===== src/rtl/multichannel_sample_fifo_pkg.sv =====
// Shared widths and helpers for the multichannel sample FIFO.
// Pointer and level widths are derived from DEPTH so every module agrees on them.
`ifndef MULTICHANNEL_SAMPLE_FIFO_CH
`define MULTICHANNEL_SAMPLE_FIFO_CH
`define CH(i) (i)*WORDSIZE +: WORDSIZE
`endif

package multichannel_sample_fifo_pkg;

  typedef enum logic [1:0] {
    LVL_HOLD,
    LVL_INC,
    LVL_DEC
  } level_op_e;

  function automatic int ptr_width(input int depth);
    return (depth > 1) ? $clog2(depth) : 1;
  endfunction

  // One extra code point is needed so a completely full FIFO is distinguishable.
  function automatic int level_width(input int depth);
    return $clog2(depth + 1);
  endfunction

endpackage


===== src/rtl/multichannel_sample_fifo_ram.sv =====
// Frame storage: one write port, one read port.
// REG_READ=1 gives a clearable registered read; REG_READ=0 gives an asynchronous read.
module sample_dp_ram #(
  parameter int WIDTH    = 64,
  parameter int DEPTH    = 16,
  parameter int ADDR_W   = 4,
  parameter int REG_READ = 1
) (
  input  logic              clk,
  input  logic              rst,
  input  logic              clr,
  input  logic              we,
  input  logic [ADDR_W-1:0] waddr,
  input  logic [WIDTH-1:0]  wdata,
  input  logic              re,
  input  logic [ADDR_W-1:0] raddr,
  output logic [WIDTH-1:0]  rdata
);

  logic [WIDTH-1:0] mem [DEPTH];

  always_ff @(posedge clk) begin
    if (we) mem[waddr] <= wdata;
  end

  generate
    if (REG_READ != 0) begin : g_reg_read
      always_ff @(posedge clk or posedge rst) begin
        if (rst)      rdata <= '0;
        else if (clr) rdata <= '0;
        else if (re)  rdata <= mem[raddr];
      end
    end else begin : g_async_read
      assign rdata = mem[raddr];
      // Read strobe and output clears have no meaning for a fall-through read.
      logic unused_ctrl;
      assign unused_ctrl = ^{rst, clr, re};
    end
  endgenerate

endmodule


===== src/rtl/multichannel_sample_fifo.sv =====
// Multichannel audio frame FIFO between I2S capture and the SPDIF encoder.
// Pointers, level counter, watermark flags and sticky error flags live here.
module multichannel_sample_fifo
  import multichannel_sample_fifo_pkg::*;
#(
  parameter int WORDSIZE  = 32,
  parameter int CHANNELS  = 2,
  parameter int DEPTH     = 16,
  parameter int FWFT      = 0,
  parameter int AF_THRESH = 12,
  parameter int AE_THRESH = 4
) (
  input  logic                             clk,
  input  logic                             rst,
  input  logic                             flush,
  input  logic                             write_en,
  input  logic [CHANNELS*WORDSIZE-1:0]     data_in,
  input  logic                             read_en,
  output logic [CHANNELS*WORDSIZE-1:0]     data_out,
  output logic                             full,
  output logic                             empty,
  output logic                             almost_full,
  output logic                             almost_empty,
  output logic [level_width(DEPTH)-1:0]    level,
  output logic                             overflow,
  output logic                             underflow
);

  localparam int FRAME_W = CHANNELS * WORDSIZE;
  localparam int PTR_W   = ptr_width(DEPTH);
  localparam int LVL_W   = level_width(DEPTH);

  logic [PTR_W-1:0] wr_ptr;
  logic [PTR_W-1:0] rd_ptr;
  logic             rd_acc;
  logic             wr_acc;
  level_op_e        level_op;

  // Flush wins over both ports; a write into a full FIFO needs a same-cycle pop.
  assign rd_acc = read_en & ~empty & ~flush;
  assign wr_acc = write_en & (~full | rd_acc) & ~flush;

  always_comb begin
    level_op = LVL_HOLD;
    if (wr_acc && !rd_acc)      level_op = LVL_INC;
    else if (rd_acc && !wr_acc) level_op = LVL_DEC;
  end

  always_ff @(posedge clk or posedge rst) begin
    if (rst) begin
      wr_ptr <= '0;
      rd_ptr <= '0;
      level  <= '0;
    end else if (flush) begin
      wr_ptr <= '0;
      rd_ptr <= '0;
      level  <= '0;
    end else begin
      if (wr_acc) wr_ptr <= wr_ptr + PTR_W'(1);
      if (rd_acc) rd_ptr <= rd_ptr + PTR_W'(1);
      case (level_op)
        LVL_INC: level <= level + LVL_W'(1);
        LVL_DEC: level <= level - LVL_W'(1);
        default: level <= level;
      endcase
    end
  end

  always_ff @(posedge clk or posedge rst) begin
    if (rst) begin
      overflow  <= 1'b0;
      underflow <= 1'b0;
    end else if (flush) begin
      overflow  <= 1'b0;
      underflow <= 1'b0;
    end else begin
      if (write_en && !wr_acc) overflow  <= 1'b1;
      if (read_en && empty)    underflow <= 1'b1;
    end
  end

  assign full         = (level == LVL_W'(DEPTH));
  assign empty        = (level == '0);
  assign almost_full  = (level >= LVL_W'(AF_THRESH));
  assign almost_empty = (level <= LVL_W'(AE_THRESH));

  sample_dp_ram #(
    .WIDTH    (FRAME_W),
    .DEPTH    (DEPTH),
    .ADDR_W   (PTR_W),
    .REG_READ ((FWFT == 0) ? 1 : 0)
  ) u_ram (
    .clk   (clk),
    .rst   (rst),
    .clr   (flush),
    .we    (wr_acc),
    .waddr (wr_ptr),
    .wdata (data_in),
    .re    (rd_acc),
    .raddr (rd_ptr),
    .rdata (data_out)
  );

endmodule


===== config.mk =====
export PLATFORM = sky130hd
export DESIGN_NAME = multichannel_sample_fifo
export DESIGN_NICKNAME = d
export VERILOG_FILES = /design/src/rtl/multichannel_sample_fifo_pkg.sv /design/src/rtl/multichannel_sample_fifo_ram.sv /design/src/rtl/multichannel_sample_fifo.sv
export SDC_FILE = /design/constraint.sdc
export NUM_CORES = 1
export LEC_CHECK = 0
export BUFFER_PORTS_ARGS = -buffer_cell sky130_fd_sc_hd__buf_4
export CAP_MARGIN = 30
export CORE_MARGIN = 5
export CORE_UTILIZATION = 55
export CTS_CLUSTER_SIZE = 8
export DETAILED_ROUTE_END_ITERATION = 10
export PLACE_DENSITY_LB_ADDON = 0.12
export RECOVER_POWER = 25
export SLEW_MARGIN = 20
export SYNTH_ARGS = -nofsm -noshare
export SYNTH_HDL_FRONTEND = slang
export SYNTH_HIERARCHICAL = 1
export SYNTH_SLANG_ARGS = --single-unit

===== constraint.sdc =====
create_clock -name clk -period 11.49 [get_ports clk]
set_input_delay 0.5745 -clock clk [delete_from_list [all_inputs] [get_ports clk]]
set_output_delay 0.5745 -clock clk [all_outputs]
set_load 0.02 [all_outputs]

==> run metrics <==
status finished clean; Primary FF master, synth edfxtp_1; DP Worst Slack 7530 ps; Die Area 83600 um2; DR iter-0 viols 2025; r2r startpoint level[4]$_DFFE_PP0P_; R2R Setup Slk 7670 ps; Clock transition at path regs 60 ps; vias in the first global route 23639; Final Slew Violations 0; class of the tightest hold or removal check input pin to register; Starting Density 55.4%; initial antenna violation count 8; final antenna-violating net count 0; CP Max Fanout 39; Synth Instances 2514; synthesized area 42900 um2; Final HPWL DP 50300 um; Ys Warns 6; gr ovfl total 0; Initial DRT Pass Iterations 6; Layout Area Growth over Synthesis 15.1%; Req. time, crit path 11820 ps; setup TNS after final layout 0 ps; CP arrival 4150 ps; synth top area cells edfxtp_1, mux2i_1, dfrtp_1; largest area contributor in the netlist edfxtp_1; Largest stage delay, worst path 710 ps; GP Congestion 0.783; most common cell after layout, fill and taps aside edfxtp_1; fillers 5561; Critical Path Slowest Stage Cell buf_4; Final Hold Vio Count 0; Clock Sinks 1103; VDD IR max 0.000208 V; fin crit share 33.2%; Routed Wire Length 101000 um; total CTS buffers 155; All-Layer GR Usage 24.3%; Final min period 3820 ps; Clock Path Buffers 3; via/cell ratio 5.95; core footprint 77300 um2; Max-cap violations 0; worst clock skew 22.4 ps; first-pass GRT wire length 150000 um; CP cell instances nor2b_1 > a21o_2 > nor2_1 > nand3_1 > nor3_2 > buf_4 > buf_4; post-synth top area share 71.7%; Syn Area/Cell 17.1 um2; fmax 262 MHz; CTS tree yes; CTS root buf clkbuf_16; largest net degree at the start of global routing 145; Critical Path Source level[4]$_DFFE_PP0P_; CP endpoint kind register; library cells used by synthesis 50; Post-synth EDFFs 1024; Core Rows 102; post-synthesis sequential area ratio 76.3%; setup ws final 7670 ps; Async SR Flop Fraction 7.16%; Non-Filler Cell Area, Final 49300 um2; WL per Instance 26.0 um; Pleak 16.6 nW; Worst R2R End u_ram/mem[12][61]$_DFFE_PP_; slew margin rel. 25.5%; r2r worst-path depth 7; worst setup path end u_ram/mem[12][61]$_DFFE_PP_; setup violators final 0; clk_lat worst skew 720 ps; share of layout cells above drive strength 1 12.2%; placed cell areas 44900 um2; pwr/cell area 214 nW/um2; Post CTS Setup Buffer Count 0; CTS H-tree lvls 4; syn nets 2589; IO Pins 144; Most Frequent Cell on Critical Path buf_4; via count 23125; most frequent cells in the layout edfxtp_1, mux2i_1, nand2_1, nand3_1, clkbuf_16; Die Span Y 289 um; Setup CP Type register to register; RSZ-0062 raised after global routing no; port buffer count 143; Worst Setup Start Kind register; die width 289 um; Worst-Margin Slew 1120 ps; #FFs+latches synth 1103; number of remaining DRC errors 0; nets 2807
## kinds of logic after synthesis
family	share of synthesized area (%)
DFF	76.3
muxes	12.1
and+or+nand+nor	4.83
AOI/OAI and AO/OA	4.14
buffers and inverters	2.31
xor gates and xnor gates	0.143
adders and majority gates	0.193
## through the flow
| step | instances | power [W] | hold slack [ps] | util (%) |
|---|---|---|---|---|
| after floorplan | 2514 | 0.00609 | 476 | - |
| after global placement | 3607 | 0.00641 | 465 | 58.0 |
| after detailed placement | 3611 | 0.00646 | 479 | 58.1 |
| after CTS | 3880 | 0.0106 | 89.8 | 64.0 |
| after global routing | 3884 | 0.0109 | 135 | 63.8 |
| final | 3887 | 0.0105 | 135 | 63.8 |
## worst min path at each step
stage	from	endpoint	slack, ps	cells after the start
final	write_en	level[1]$_DFFE_PP0P_	130	2
after detailed placement	u_ram/rdata[8]$_DFFE_PP0P_	u_ram/rdata[8]$_DFFE_PP0P_	480	2
after global routing	write_en	level[1]$_DFFE_PP0P_	130	2
after CTS	write_en	level[1]$_DFFE_PP0P_	90	2
after global placement	u_ram/rdata[2]$_DFFE_PP0P_	u_ram/rdata[2]$_DFFE_PP0P_	470	2
after floorplan	rst	level[0]$_DFFE_PP0P_	480	1
## worst max-delay path, delay by kind of cell (launching register included)
family                 cells  cell delay (ps)
buffers and inverters      2             1210
AO/OA/AOI/OAI              1              240
AND/OR/NAND/NOR            4             1420
flip-flops                 1              520
## registers in the layout, indices dropped and copies added, names as in the netlist
name	cells
u_ram/mem	1024
wr_ptr	4
overflow	1
level	5
rd_ptr	4
underflow	1
u_ram/rdata	64
## cell usage after synthesis (4+ instances only)
library cell,instances
nor2b_1,7
buf_4,32
buf_6,21
xor2_1,5
nor2_1,32
nand2_1,198
mux2i_1,515
ha_1,5
edfxtp_1,1024
clkbuf_1,42
a21oi_1,133
nand2b_1,4
nor3_1,6
inv_1,8
nand3_1,195
buf_8,10
a22oi_1,128
buf_2,29
dfrtp_1,79
## layout make-up
cell class / instances / area (um2) / area share [%]
antenna: 4 / 10.0 / 0.0203
clock buffer: 257 / 4350 / 8.81
clock inverter: 11 / 179 / 0.363
inverter: 8 / 32.5 / 0.0659
multi-input combinational: 1265 / 9300 / 18.9
sequential: 1103 / 32700 / 66.3
tap: 1040 / 1300 / 2.64
timing repair buffer: 199 / 1440 / 2.91
## routing by layer
layer | routed length (um) | global-route usage, %
met4 | 2160 | 6.96
met2 | 49300 | 39.3
met1 | 43100 | 34.2
met3 | 6420 | 4.82
met5 | 46 | 0
## power by group
part | leakage [nW] | internal, W | switching [W]
Clock | 2.15 | 0.00256 | 0.00160
Sequential | 10.3 | 0.00449 | 0.000100
Combinational | 4.10 | 0.000769 | 0.00103
## what timing repair did
item | 4_1_cts | 5_1_grt
hold endpoints to repair | 15 | 0
hold buffers | 1 | 0
gates resized for setup | 0 | 0
Power figures use the tool's default switching activity.
